$ cat src/rtl/vector_ops_pkg.sv
// vector_ops_pkg: opcodes and width helpers shared by the vector_ops pipeline.
package vector_ops_pkg;
  localparam logic [2:0] OP_PASS  = 3'd0;
  localparam logic [2:0] OP_BREV  = 3'd1;
  localparam logic [2:0] OP_HSWAP = 3'd2;
  localparam logic [2:0] OP_ROTL  = 3'd3;
  localparam logic [2:0] OP_ROTR  = 3'd4;
  localparam logic [2:0] OP_POPC  = 3'd5;
  localparam logic [2:0] OP_RAND  = 3'd6;
  localparam logic [2:0] OP_INV   = 3'd7;
  function automatic int popc_w(input int width);
    return $clog2(width + 1);
  endfunction
endpackage

$ cat src/rtl/vector_ops_if.sv
// vector_ops_if: valid/ready input and output streams of the vector_ops pipeline.
interface vector_ops_if #(parameter int WIDTH = 8);
  logic             in_valid;
  logic             in_ready;
  logic [WIDTH-1:0] in_data;
  logic [2:0]       in_op;
  logic             out_valid;
  logic             out_ready;
  logic [WIDTH-1:0] out_data;
  logic             out_flag;
  logic [2:0]       out_op;
  modport master(output in_valid, in_data, in_op, out_ready,
                 input in_ready, out_valid, out_data, out_flag, out_op);
  modport slave(input in_valid, in_data, in_op, out_ready,
                output in_ready, out_valid, out_data, out_flag, out_op);
endinterface

$ cat src/rtl/vector_ops_alu.sv
// vector_ops_alu: combinational bit-level transform of one operand plus its reduction XOR.
module vector_ops_alu
  import vector_ops_pkg::*;
#(
  parameter int WIDTH = 8
) (
  input  logic [WIDTH-1:0] operand,
  input  logic [2:0]       op,
  output logic [WIDTH-1:0] result,
  output logic             flag
);
  localparam int PW = popc_w(WIDTH);
  logic [WIDTH-1:0] brev;
  logic [PW-1:0]    popc;
  always_comb begin
    brev = '0;
    popc = '0;
    for (int i = 0; i < WIDTH; i++) begin
      brev[i] = operand[WIDTH-1-i];
      popc    = popc + PW'(operand[i]);
    end
    case (op)
      OP_PASS:  result = operand;
      OP_BREV:  result = brev;
      OP_HSWAP: result = {operand[WIDTH/2-1:0], operand[WIDTH-1:WIDTH/2]};
      OP_ROTL:  result = {operand[WIDTH-2:0], operand[WIDTH-1]};
      OP_ROTR:  result = {operand[0], operand[WIDTH-1:1]};
      OP_POPC:  result = WIDTH'(popc);
      OP_RAND:  result = {WIDTH{&operand}};
      default:  result = ~operand;
    endcase
    flag = ^operand;
  end
endmodule

$ cat src/rtl/vector_ops_pipe.sv
// vector_ops_pipe: two-stage valid/ready vector transform pipeline with
// a parity accumulator and saturating transfer counter on the output stream.
module vector_ops_pipe #(
  parameter int WIDTH = 8,
  parameter int CNT_W = 8
) (
  input  logic             clk,
  input  logic             rst,
  vector_ops_if.slave      bus,
  input  logic             clr_acc,
  output logic             acc_parity,
  output logic [CNT_W-1:0] sample_cnt
);
  logic             s1_valid_q, s1_valid_d;
  logic [WIDTH-1:0] s1_data_q, s1_data_d;
  logic [2:0]       s1_op_q, s1_op_d;
  logic             s2_valid_q, s2_valid_d;
  logic [WIDTH-1:0] s2_data_q, s2_data_d;
  logic             s2_flag_q, s2_flag_d;
  logic [2:0]       s2_op_q, s2_op_d;
  logic             acc_q, acc_d;
  logic [CNT_W-1:0] cnt_q, cnt_d;
  logic [WIDTH-1:0] alu_res;
  logic             alu_flag;
  logic             s1_adv, s2_adv, xfer;
  vector_ops_alu #(.WIDTH(WIDTH)) u_alu (
    .operand(s1_data_q),
    .op     (s1_op_q),
    .result (alu_res),
    .flag   (alu_flag)
  );
  always_comb begin
    s2_adv     = !s2_valid_q || bus.out_ready;
    s1_adv     = !s1_valid_q || s2_adv;
    xfer       = s2_valid_q && bus.out_ready;
    s1_valid_d = s1_adv ? bus.in_valid : s1_valid_q;
    s1_data_d  = (s1_adv && bus.in_valid) ? bus.in_data : s1_data_q;
    s1_op_d    = (s1_adv && bus.in_valid) ? bus.in_op : s1_op_q;
    s2_valid_d = s2_adv ? s1_valid_q : s2_valid_q;
    s2_data_d  = (s2_adv && s1_valid_q) ? alu_res : s2_data_q;
    s2_flag_d  = (s2_adv && s1_valid_q) ? alu_flag : s2_flag_q;
    s2_op_d    = (s2_adv && s1_valid_q) ? s1_op_q : s2_op_q;
    // a clear in the same cycle as a transfer discards that transfer
    acc_d      = clr_acc ? 1'b0 : xfer ? acc_q ^ s2_flag_q : acc_q;
    cnt_d      = clr_acc ? '0 : (xfer && cnt_q != '1) ? cnt_q + CNT_W'(1) : cnt_q;
  end
  always_ff @(posedge clk) begin
    if (rst) begin
      s1_valid_q <= 1'b0;
      s1_data_q  <= '0;
      s1_op_q    <= '0;
      s2_valid_q <= 1'b0;
      s2_data_q  <= '0;
      s2_flag_q  <= 1'b0;
      s2_op_q    <= '0;
      acc_q      <= 1'b0;
      cnt_q      <= '0;
    end else begin
      s1_valid_q <= s1_valid_d;
      s1_data_q  <= s1_data_d;
      s1_op_q    <= s1_op_d;
      s2_valid_q <= s2_valid_d;
      s2_data_q  <= s2_data_d;
      s2_flag_q  <= s2_flag_d;
      s2_op_q    <= s2_op_d;
      acc_q      <= acc_d;
      cnt_q      <= cnt_d;
    end
  end
  assign bus.in_ready  = s1_adv;
  assign bus.out_valid = s2_valid_q;
  assign bus.out_data  = s2_data_q;
  assign bus.out_flag  = s2_flag_q;
  assign bus.out_op    = s2_op_q;
  assign acc_parity    = acc_q;
  assign sample_cnt    = cnt_q;
endmodule
$ cat src/flat_wrapper.sv
// flat-port wrapper written by rule: the top's interface ports become plain ports
module vector_ops_pipe_flat 
#(
  parameter int WIDTH = 8,
  parameter int CNT_W = 8
)
  (clk, rst, clr_acc, acc_parity, sample_cnt, bus_in_valid, bus_in_data, bus_in_op, bus_out_ready, bus_in_ready, bus_out_valid, bus_out_data, bus_out_flag, bus_out_op);
  vector_ops_if #(.WIDTH(WIDTH)) bus_i ();
  input  logic clk;
  input  logic rst;
  input  logic clr_acc;
  output logic acc_parity;
  output logic [CNT_W-1:0] sample_cnt;
  input wire logic [$bits(bus_i.in_valid)-1:0] bus_in_valid;
  input wire logic [$bits(bus_i.in_data)-1:0] bus_in_data;
  input wire logic [$bits(bus_i.in_op)-1:0] bus_in_op;
  input wire logic [$bits(bus_i.out_ready)-1:0] bus_out_ready;
  output wire logic [$bits(bus_i.in_ready)-1:0] bus_in_ready;
  output wire logic [$bits(bus_i.out_valid)-1:0] bus_out_valid;
  output wire logic [$bits(bus_i.out_data)-1:0] bus_out_data;
  output wire logic [$bits(bus_i.out_flag)-1:0] bus_out_flag;
  output wire logic [$bits(bus_i.out_op)-1:0] bus_out_op;
  assign bus_i.in_valid = bus_in_valid;
  assign bus_i.in_data = bus_in_data;
  assign bus_i.in_op = bus_in_op;
  assign bus_i.out_ready = bus_out_ready;
  assign bus_in_ready = bus_i.in_ready;
  assign bus_out_valid = bus_i.out_valid;
  assign bus_out_data = bus_i.out_data;
  assign bus_out_flag = bus_i.out_flag;
  assign bus_out_op = bus_i.out_op;
  vector_ops_pipe #(.WIDTH(WIDTH), .CNT_W(CNT_W)) u_core (.clk(clk), .rst(rst), .bus(bus_i), .clr_acc(clr_acc), .acc_parity(acc_parity), .sample_cnt(sample_cnt));
endmodule
$ cat config.mk
export PLATFORM = sky130hd
export DESIGN_NAME = vector_ops_pipe_flat
export DESIGN_NICKNAME = d
export VERILOG_FILES = /design/src/rtl/vector_ops_pkg.sv /design/src/rtl/vector_ops_if.sv /design/src/rtl/vector_ops_alu.sv /design/src/rtl/vector_ops_pipe.sv /design/src/flat_wrapper.sv
export SDC_FILE = /design/constraint.sdc
export NUM_CORES = 1
export LEC_CHECK = 0
export CORE_UTILIZATION = 45
export DETAILED_ROUTE_END_ITERATION = 16
export GPL_ROUTABILITY_DRIVEN = 1
export PLACE_DENSITY = 0.81
export SYNTH_ARGS = -nofsm -noshare
export SYNTH_HDL_FRONTEND = slang
export SYNTH_HIERARCHICAL = 1
export SYNTH_SLANG_ARGS = --single-unit
export TNS_END_PERCENT = 50
$ cat constraint.sdc
create_clock -name clk -period 4.15 [get_ports clk]
set_input_delay 0.83 -clock clk [delete_from_list [all_inputs] [get_ports clk]]
set_output_delay 0.83 -clock clk [all_outputs]
set_load 0.005 [all_outputs]
Word level (Yosys, flattened, before mapping)
Index checks and enable logic that the tools add are counted.

Flip-flop bits (word level): 34. Latch bits: 0. Memory bits (writable): 0. ROM bits: 0. Input port bits: 16. Logic and storage cells: 39. Memories: 0.

$add $sub $neg: 8. $mul: 0. Divide/modulo/power cells: 0. Magnitude comparators: 0. Equality and inequality tests: 7. Shift-type cells: 0. Multiplexer cells: 1. Bitwise logic cells: 2. Reductions and logical operators: 12.

Operators by type and width (number): $pmux W8 S7 (1); $add A4 B1 Y4 (4); $eq A3 B3 Y1 const B (3); $add A8 B1 Y8 const B (1); $ne A8 B8 Y1 const B (1); $not A8 Y8 (1); $reduce_and A8 Y1 (1); $reduce_xor A8 Y1 (1); $eq A3 B2 Y1 const B (2); $add A3 B1 Y4 (1); $logic_and A1 B1 Y1 (4); $add A2 B1 Y3 (1); $eq A3 B1 Y1 const B (1); $logic_not A3 Y1 (1); $add A1 B1 Y2 (1); $logic_not A1 Y1 (2); $logic_or A1 B1 Y1 (2); $reduce_or A2 Y1 (1); $xor A1 B1 Y1 (1).

Logic depth before layout (Yosys ltp)
Gate-level depths: netlist of run 1.

Depth after elaboration: 8. Gate-level depth with buffers: 13.

By module
Netlist of run 1, hierarchy kept.

Modules (own cells, without submodules): vector_ops_pipe (times used 1, cells each 172, area an instance 1442.6 um^2, seq. area each 680.7 um^2); vector_ops_alu (times used 1, cells each 92, area an instance 742.0 um^2, seq. area each 0.0 um^2).

Least setup slack after synthesis of run 1
No wires, ideal clock.

Path kind: reg2reg. From: register u_core.s1_data_q[0]. To: register u_core.s2_data_q[2] (netlist: u_core/bus.out_data[2]). Setup time: 0.070 ns. Arrival time: 3.244 ns. Slack: 0.836 ns. Cell stages (with the launch flop): 14. Buffers on the path: 0. Path through: dfxtp_1 -> inv_1 -> fa_1 -> fa_1 -> fa_1 -> inv_1 -> ha_1 -> fa_1 -> xor2_1 -> nand3_1 -> a21o_1 -> a32oi_1 -> nand3_1 -> a21oi_1.

Word-level cells in the longest chain between the ends: 8. Elaborated cells between the ends (all ways): 9.

RTL lines: from (decl) (line vector_ops_pipe.sv:15) `logic [WIDTH-1:0] s1_data_q, s1_data_d;`; from (signal assigned) (line vector_ops_pipe.sv:60) `s1_data_q <= s1_data_d;`; $add A1 B1 Y2 (line vector_ops_alu.sv:20) `popc = popc + PW'(operand[i]);`; $add A2 B1 Y3 (line vector_ops_alu.sv:20); $add A3 B1 Y4 (line vector_ops_alu.sv:20); $add A4 B1 Y4 (4 in a row) (line vector_ops_alu.sv:20); $pmux W8 S7 * (line vector_ops_alu.sv:22) `case (op)`; net u_core.alu_res[2] (line vector_ops_pipe.sv:23) `logic [WIDTH-1:0] alu_res;`; to (signal assigned) (line vector_ops_pipe.sv:63) `s2_data_q <= s2_data_d;`; to (decl) (line vector_ops_pipe.sv:18) `logic [WIDTH-1:0] s2_data_q, s2_data_d;`.

The timed path passes the listed nets; every way through them passes the cells marked *. A chain may end at the register's enable or synchronous reset.

Worst setup path in the final report of run 1
From: register u_core.s1_data_q[1]. To: register u_core.s2_data_q[2] (netlist: u_core/bus.out_data[2]).

The elaborated chain is that of the path after synthesis.

==> flow_results.xml, run 1 <==
<?xml version="1.0" encoding="UTF-8"?>
<metrics>
  <group name="clock_network">
    <metric name="ctsResizeCount" unit="">0</metric>
    <metric name="clk_root_buffer_cell" unit="">clkbuf_8</metric>
    <metric name="tritoncts_clock_tree" unit="">yes</metric>
    <metric name="cts_sinks" unit="">34</metric>
    <metric name="max-clock-path-buffers" unit="">2</metric>
    <metric name="cts_buffers" unit="">5</metric>
    <metric name="worstSkewPairLatency" unit="ns">0.29</metric>
    <metric name="cts.htree.levels" unit="">2</metric>
    <metric name="cts_hold_repair.buffers" unit="">0</metric>
    <metric name="postCtsSetupBuffers" unit="">0</metric>
    <metric name="clkSlewWorstSetupHoldPaths" unit="ns">0.07</metric>
  </group>
  <group name="setup_path">
    <metric name="worst_path_largest_cell_delay" unit="ns">0.53</metric>
    <metric name="cp-start-kind" unit="">flip-flop</metric>
    <metric name="crit_chain" unit="">inv_1 -&gt; fa_1 -&gt; fa_1 -&gt; fa_1 -&gt; inv_1 -&gt; ha_1 -&gt; fa_1 -&gt; xor2_1 -&gt; nand3_1 -&gt; a21o_1 -&gt; a32oi_1 -&gt; nand3_1 -&gt; a21oi_1</metric>
    <metric name="worst-endpoint-arrival" unit="ns">3.82</metric>
    <metric name="path_buf_inv" unit="">2</metric>
    <metric name="critical-path-top-cell-by-count" unit="">fa_1</metric>
    <metric name="worstPathMaxFanout" unit="">8</metric>
    <metric name="worstSetupEndpointType" unit="">flip-flop</metric>
    <metric name="worst_reg_to_reg_setup_slack" unit="ns">0.55</metric>
    <metric name="critical_path_required" unit="ns">4.38</metric>
    <metric name="cp_slowest_cell" unit="">fa_1</metric>
    <metric name="setup.worst_path.class" unit="">flip-flop to flip-flop</metric>
    <metric name="crit_family" unit="">adder cells</metric>
  </group>
  <group name="routing">
    <metric name="vias" unit="">2072</metric>
    <metric name="wl" unit="mm">4.95</metric>
    <metric name="routed-wl-met3" unit="um">256</metric>
    <metric name="drtAntennaViolNets" unit="">0</metric>
    <metric name="drc" unit="">0</metric>
    <metric name="wl_met1" unit="mm">2.28</metric>
    <metric name="dr.first_iter.drc_count" unit="">189</metric>
    <metric name="highest-signal-layer" unit="">met4</metric>
    <metric name="wl_per_cell" unit="um">14.5</metric>
    <metric name="vias_per_cell" unit="">6.06</metric>
    <metric name="firstDrtPassIters" unit="">4</metric>
    <metric name="met2_wirelength" unit="mm">2.33</metric>
  </group>
  <group name="synth">
    <metric name="post_synthesis_cell_area" unit="um^2">2180</metric>
    <metric name="synth_top_area_share" unit="">0.312</metric>
    <metric name="netlist_top_cells_area" unit="">dfxtp_1 (31%), a21oi_1 (8.2%), nand3_1 (6.9%)</metric>
    <metric name="syn-num-nets" unit="">292</metric>
    <metric name="synthDominantAreaCellType" unit="">dfxtp_1</metric>
    <metric name="syn-instance-count" unit="">264</metric>
    <metric name="synth.lib_cells_used.distinct" unit="">53</metric>
    <metric name="ys_seq_elements" unit="">34</metric>
    <metric name="synth_area_per_cell" unit="um^2">8.27</metric>
    <metric name="synth_warnings" unit="">6</metric>
    <metric name="synth_enable_flop_cells" unit="">0</metric>
    <metric name="seq_area_frac_synth" unit="">0.312</metric>
    <metric name="async_flop_share" unit="">0</metric>
    <metric name="synth_top_flop_cell" unit="">dfxtp_1</metric>
  </group>
  <group name="global_routing">
    <metric name="globalRoute.totalOverflow" unit="">0</metric>
    <metric name="number_of_antenna_violations_at_the_first_check_in_global_routing" unit="">0</metric>
    <metric name="gr-usage-all-layers" unit="">0.207</metric>
    <metric name="first_global_vias" unit="">1883</metric>
    <metric name="grt_max_degree" unit="">29</metric>
    <metric name="grt_first_pass_wirelength" unit="mm">8.49</metric>
  </group>
  <group name="power_and_ir_drop">
    <metric name="total_leakage_power" unit="nW">0.930</metric>
    <metric name="ir_drop" unit="mV">0.183</metric>
    <metric name="total_power_density_per_cell_area" unit="nW/um^2">286</metric>
  </group>
  <group name="cells_and_area">
    <metric name="drive_above_1_share" unit="">0.0448</metric>
    <metric name="finalNetCount" unit="">317</metric>
    <metric name="stdcell_area" unit="um^2">2600</metric>
    <metric name="area_growth_from_synthesis_to_final_layout" unit="%">19.0</metric>
    <metric name="most-common-layout-cells" unit="">clkdlybuf4s50_1 (38), a21oi_1 (36), dfxtp_1 (34)</metric>
    <metric name="mostFrequentLayoutCell" unit="">clkdlybuf4s50_1</metric>
    <metric name="fill_cells" unit="">436</metric>
    <metric name="diodes" unit="">0</metric>
  </group>
  <group name="die">
    <metric name="start_util" unit="">0.485</metric>
    <metric name="floorplan.rows" unit="">24</metric>
    <metric name="floorplan.die_area" unit="um^2">5140</metric>
    <metric name="core_area" unit="um^2">4500</metric>
    <metric name="ioPinCount" unit="">39</metric>
    <metric name="die-height" unit="um">71.7</metric>
    <metric name="fp.dieW" unit="um">71.7</metric>
  </group>
  <group name="placement">
    <metric name="routabilityCongestion" unit="">0.869</metric>
    <metric name="numPortBuffers" unit="">38</metric>
    <metric name="dpl_cell_area" unit="um^2">2510</metric>
    <metric name="place.detailed.hpwl" unit="mm">3.47</metric>
  </group>
  <group name="run">
    <metric name="max_cap_violations" unit="">0</metric>
  </group>
  <group name="sta">
    <metric name="tightestPinTransition" unit="ns">0.833</metric>
    <metric name="finalClockSkew" unit="ns">0.00728</metric>
    <metric name="rsz_0062_raised_after_global_routing" unit="">false</metric>
    <metric name="slew_headroom" unit="">0.444</metric>
    <metric name="maxSlewViolCount" unit="">0</metric>
    <metric name="hold_viol_final" unit="">0</metric>
    <metric name="max_freq" unit="MHz">278</metric>
    <metric name="totalNegativeSetupSlack" unit="ns">0</metric>
    <metric name="final.period_utilization" unit="">0.867</metric>
    <metric name="layout_min_cycle_time" unit="ns">3.60</metric>
    <metric name="report.final.setup_viol" unit="">0</metric>
  </group>
  <group name="worst_hold_path">
    <metric name="holdCritPathClass" unit="">flip-flop to flip-flop</metric>
  </group>
  <group name="outcome">
    <metric name="run_status" unit="">finished clean</metric>
  </group>
</metrics>
-- per-layer routing --
| metal | global-route usage | up-vias |
|---|---|---|
| li1 | - | 1019 |
| met1 | 0.263 | 985 |
| met2 | 0.342 | 56 |
| met3 | 0.0478 | 12 |
| met4 | 0.0784 | 0 |
| met5 | 0 | - |
-- area by class of cell --
type / count / area (um^2) / area share
multi-input cells: 192 / 1310 / 0.504
clock buffers: 7 / 86.3 / 0.0332
clock inverters: 1 / 5.00 / 0.00193
repair buffers: 39 / 388 / 0.149
inverters: 17 / 63.8 / 0.0246
well taps: 52 / 65.1 / 0.0250
flip-flops and latches: 34 / 681 / 0.262
-- flip-flops by register name, summed over array words and instances, names as in the netlist --
| name | flops |
|---|---|
| u_core/bus.out_valid | 1 |
| u_core/acc_parity | 1 |
| u_core/s1_data_q | 8 |
| u_core/bus.out_op | 3 |
| u_core/bus.out_data | 8 |
| u_core/sample_cnt | 8 |
| u_core/s1_op_q | 3 |
| u_core/s1_valid_q | 1 |
| u_core/bus.out_flag | 1 |
-- synth_stat cells, drive strengths merged (6+ instances only) --
library cell,n
buf,13
nand3,30
ha,8
a32oi,6
o21ai,28
dfxtp,34
a21oi,36
inv,17
clkbuf,8
nand2,14
-- worst reg2reg max path, cell delays in order, from the launching register on --
cell and delay [ns]:
dfxtp_1 0.48, inv_1 0.12, fa_1 0.53, fa_1 0.43, fa_1 0.49, inv_1 0.04
ha_1 0.19, fa_1 0.39, xor2_1 0.17, nand3_1 0.09, a21o_1 0.20, a32oi_1 0.18
nand3_1 0.09, a21oi_1 0.14
-- through the flow --
stage | setup WS, ns | total power [mW] | hold WS, ns | utilization | std cells
6_report | 0.554 | 0.743 | 0.475 | 0.577 | 342
5_1_grt | 0.351 | 0.782 | 0.494 | 0.577 | 342
4_1_cts | 0.577 | 0.751 | 0.478 | 0.577 | 342
3_5_place_dp | 0.590 | 0.498 | 0.469 | 0.557 | 334
3_3_place_gp | 0.690 | 0.494 | 0.462 | 0.557 | 334
2_1_floorplan | 0.836 | 0.457 | 0.467 | - | 264
-- power breakdown --
group	total (mW)	internal (mW)	switching (mW)
Combinational	0.126	0.0688	0.0570
Clock	0.252	0.134	0.118
Sequential	0.366	0.338	0.0271
-- worst paths after layout --
path	start	endpoint	depth (start not counted)
setup / recovery	u_core/s1_data_q[1]$_SDFFE_PP0P_	u_core/bus.out_data[2]$_SDFFE_PP0P_	13
hold / removal	u_core/bus.out_data[4]$_SDFFE_PP0P_	u_core/bus.out_data[4]$_SDFFE_PP0P_	2
setup reg to reg	u_core/s1_data_q[1]$_SDFFE_PP0P_	u_core/bus.out_data[2]$_SDFFE_PP0P_	13
hold reg to reg	u_core/bus.out_data[4]$_SDFFE_PP0P_	u_core/bus.out_data[4]$_SDFFE_PP0P_	2
-- cells by family (layout without fill, tap and decap cells) --
family / Yosys count / after routing / synth area share
muxes: 8 / 8 / 0.0578
adders and majority gates: 12 / 12 / 0.0825
and+or+nand+nor: 77 / 77 / 0.191
DFF: 34 / 34 / 0.312
buffers and inverters: 38 / 64 / 0.0888
AOI/OAI and AO/OA: 89 / 89 / 0.244
xor gates and xnor gates: 6 / 6 / 0.0241
Power figures use the tool's default switching activity.
==> run 2, diff against run 1 <==
- CAP_MARGIN: unset -> 20
==> results of run 2 <==
No change in the layout: final DEF, timing and power equal those of run 1.
==> run 3, diff against run 2 <==
- SETUP_SLACK_MARGIN: unset -> 0.1
==> results of run 3 <==
No change in the layout: final DEF, timing and power equal those of run 1.
==> RTL change: new RTL, flow settings as in run 1 <==
`WIDTH` is set to 8 in 4 places; all go to 12.
--- a/src/rtl/vector_ops_if.sv
+++ b/src/rtl/vector_ops_if.sv
@@ -1,5 +1,5 @@
 // vector_ops_if: valid/ready input and output streams of the vector_ops pipeline.
-interface vector_ops_if #(parameter int WIDTH = 8);
+interface vector_ops_if #(parameter int WIDTH = 12);
   logic             in_valid;
   logic             in_ready;
   logic [WIDTH-1:0] in_data;
--- a/src/rtl/vector_ops_alu.sv
+++ b/src/rtl/vector_ops_alu.sv
@@ -2,7 +2,7 @@
 module vector_ops_alu
   import vector_ops_pkg::*;
 #(
-  parameter int WIDTH = 8
+  parameter int WIDTH = 12
 ) (
   input  logic [WIDTH-1:0] operand,
   input  logic [2:0]       op,
--- a/src/rtl/vector_ops_pipe.sv
+++ b/src/rtl/vector_ops_pipe.sv
@@ -1,7 +1,7 @@
 // vector_ops_pipe: two-stage valid/ready vector transform pipeline with
 // a parity accumulator and saturating transfer counter on the output stream.
 module vector_ops_pipe #(
-  parameter int WIDTH = 8,
+  parameter int WIDTH = 12,
   parameter int CNT_W = 8
 ) (
   input  logic             clk,
--- a/src/flat_wrapper.sv
+++ b/src/flat_wrapper.sv
@@ -1,7 +1,7 @@
 // flat-port wrapper written by rule: the top's interface ports become plain ports
 module vector_ops_pipe_flat 
 #(
-  parameter int WIDTH = 8,
+  parameter int WIDTH = 12,
   parameter int CNT_W = 8
 )
   (clk, rst, clr_acc, acc_parity, sample_cnt, bus_in_valid, bus_in_data, bus_in_op, bus_out_ready, bus_in_ready, bus_out_valid, bus_out_data, bus_out_flag, bus_out_op);
Ports: changed (resized bus_in_data and bus_out_data); port bits go from 39 to 47. The function was not compared with the original's and may differ.
==> RTL change against run 1 <==
  * Worst hold slack got worse by 0.021 ns
  * Synthesized area rose by 22%
  * Die area rose by 21%
  * Clock power rose by 4%
  * Sequential cell count rose by 8
  * First-iteration DRC count rose by 44%
  * Critical path type unchanged
  * Total power rose by 26%
  * Worst setup slack got worse by 0.46 ns
  * Sequential share of layout area fell by 0.19 points
  * Design area rose by 25%
  * Synthesized cell count rose by 25%
  * Routed wire length rose by 30%
  * Largest power group unchanged
==> RTL change: results (changes against run 1) <==
- Outcome: finished, final reports clean (unchanged)
- Data arrival at the endpoint of the critical path: 4.29 ns (was 3.82 ns)
- Register area share after synthesis: 0.316 (was 0.312)
- IR Drop Worst-Case VDD: 219 uV (was 183 uV)
- Share of post-route cells with drive strength above 1: 0.0813 (was 0.0448)
- Endpoint of the worst register-to-register path: u_core/bus.out_data[2] (unchanged)
- DP Worst Slack: 0.0713 ns (was 0.590 ns)
- Top flip-flop cell by instance count after synthesis: sky130_fd_sc_hd__dfxtp_1 (unchanged)
- Leading post-synthesis cells by instance count: 65 x sky130_fd_sc_hd__nand2_1, 42 x sky130_fd_sc_hd__dfxtp_1, 38 x sky130_fd_sc_hd__a21oi_1, 20 x sky130_fd_sc_hd__nand3_1, 18 x sky130_fd_sc_hd__inv_1 (was 36 x sky130_fd_sc_hd__a21oi_1, 34 x sky130_fd_sc_hd__dfxtp_1, 30 x sky130_fd_sc_hd__nand3_1, 27 x sky130_fd_sc_hd__o21ai_0, 16 x sky130_fd_sc_hd__inv_1)
- Routability Congestion: 0.936 (was 0.869)
- Synthesized netlist net count: 369 (was 292)
- Post-synthesis cell type count: 54 (was 53)
- Critical path launch point: u_core/s1_data_q[5] (was u_core/s1_data_q[1])
- Clock skew after layout: 0.00502 ns (was 0.00728 ns)
- Iter 0 DRT Violations: 272 (was 189)
- Maximum fanout along the worst path: 2 (was 8)
- Fill cell total of the finished layout: 544 (was 436)
- Vias in the first global route: 2,325 (was 1,883)
- Maximum number of pins on one net before global-route repair: 38 (was 29)
- Final wirelength: 6.44 mm (was 4.95 mm)
- PortBufs: 46 (was 38)
- Wire length of the first global-routing pass: 10.8 mm (was 8.49 mm)
- Cell depth of the worst flop-to-flop path: 14 (was 13)
- Final HPWL DP: 4.60 mm (was 3.47 mm)
- Total Routing Usage GR: 0.220 (was 0.207)
- Leakage power: 1.25 nW (was 0.930 nW)
- Worst-Margin Slew: 1.10 ns (was 0.833 ns)
- Dominant cells by area after synthesis: sky130_fd_sc_hd__dfxtp_1 32%, sky130_fd_sc_hd__nand2_1 9.2%, sky130_fd_sc_hd__a21oi_1 7.1% (was sky130_fd_sc_hd__dfxtp_1 31%, sky130_fd_sc_hd__a21oi_1 8.2%, sky130_fd_sc_hd__nand3_1 6.9%)
- Yosys Warn Count: 6 (unchanged)
- Total via count in the routed design: 2,537 (was 2,072)
==> RTL change: changes by cell type in the layout (fill, tap and decap cells not counted), sizes merged, moves of 3 or more <==
cell,before,now
a211o,1,4
a32oi,6,9
buf,1,8
clkdlybuf4s50,38,46
dfxtp,34,42
fa,4,7
ha,8,11
mux2,1,4
nand2,14,65
nand3,30,20
nor2,4,11
o211ai,1,4
o21ai,28,10
==> RTL change: worst max path at each step <==
stage                     slack [ns]  cells past startpoint                endpoint
final                           0.09                     14  u_core/bus.out_data[2]
after global routing           -0.08                     14  u_core/bus.out_data[2]
after CTS                       0.04                     14  u_core/bus.out_data[2]
after detailed placement        0.07                     14  u_core/bus.out_data[2]
after global placement          0.21                     14  u_core/bus.out_data[2]
after floorplan                 0.21                     14  u_core/bus.out_data[2]
==> RTL change: cell type report <==
cell class	count	area [sq um]	area share
tap	72	90.1	0.0278
timing repair buffer	54	520	0.160
clock buffer	6	72.6	0.0224
inverter	19	71.3	0.0220
multi-input combinational	246	1630	0.503
sequential	42	843	0.260
clock inverter	2	13.8	0.00424
==> RTL change: layer usage <==
| metal | track usage | vias to the layer above | part of all wire |
|---|---|---|---|
| li1 | - | 1232 | - |
| met1 | 0.280 | 1180 | 0.44 |
| met2 | 0.372 | 114 | 0.48 |
| met3 | 0.0494 | 11 | 0.074 |
| met4 | 0.0618 | 0 | 0.014 |
| met5 | 0 | - | 0 |
==> RTL change: cell families after synthesis <==
logic type,after synthesis,share of synthesized area
AOI/OAI and AO/OA,84,0.203
muxes,9,0.0432
and+or+nand+nor,126,0.225
DFF,42,0.316
adders and majority gates,18,0.104
buffers and inverters,43,0.0785
xor gates and xnor gates,9,0.0296
==> RTL change: report_power, final <==
group / switching [W] / total [W] / leakage (nW) / internal, W
Clock: 0.000144 / 0.000263 / 0.0452 / 0.000119
Combinational: 0.000112 / 0.000230 / 0.862 / 0.000118
Sequential: 0.0000270 / 0.000446 / 0.343 / 0.000419
==> RTL change: tightest hold or removal path: stages, from the launching register on <==
cell and delay (ns):
sky130_fd_sc_hd__dfxtp_1 0.31, sky130_fd_sc_hd__nand2_1 0.05, sky130_fd_sc_hd__a21oi_1 0.05
==> RTL change: stage by stage <==
stage	hold WS, ns	instance area (sq um)	instances	utilization
floorplan	0.445	2660	331	-
global placement	0.444	3140	433	0.559
detailed placement	0.447	3140	433	0.559
CTS	0.458	3220	441	0.575
global route	0.476	3240	441	0.578
finish	0.454	3240	441	0.578
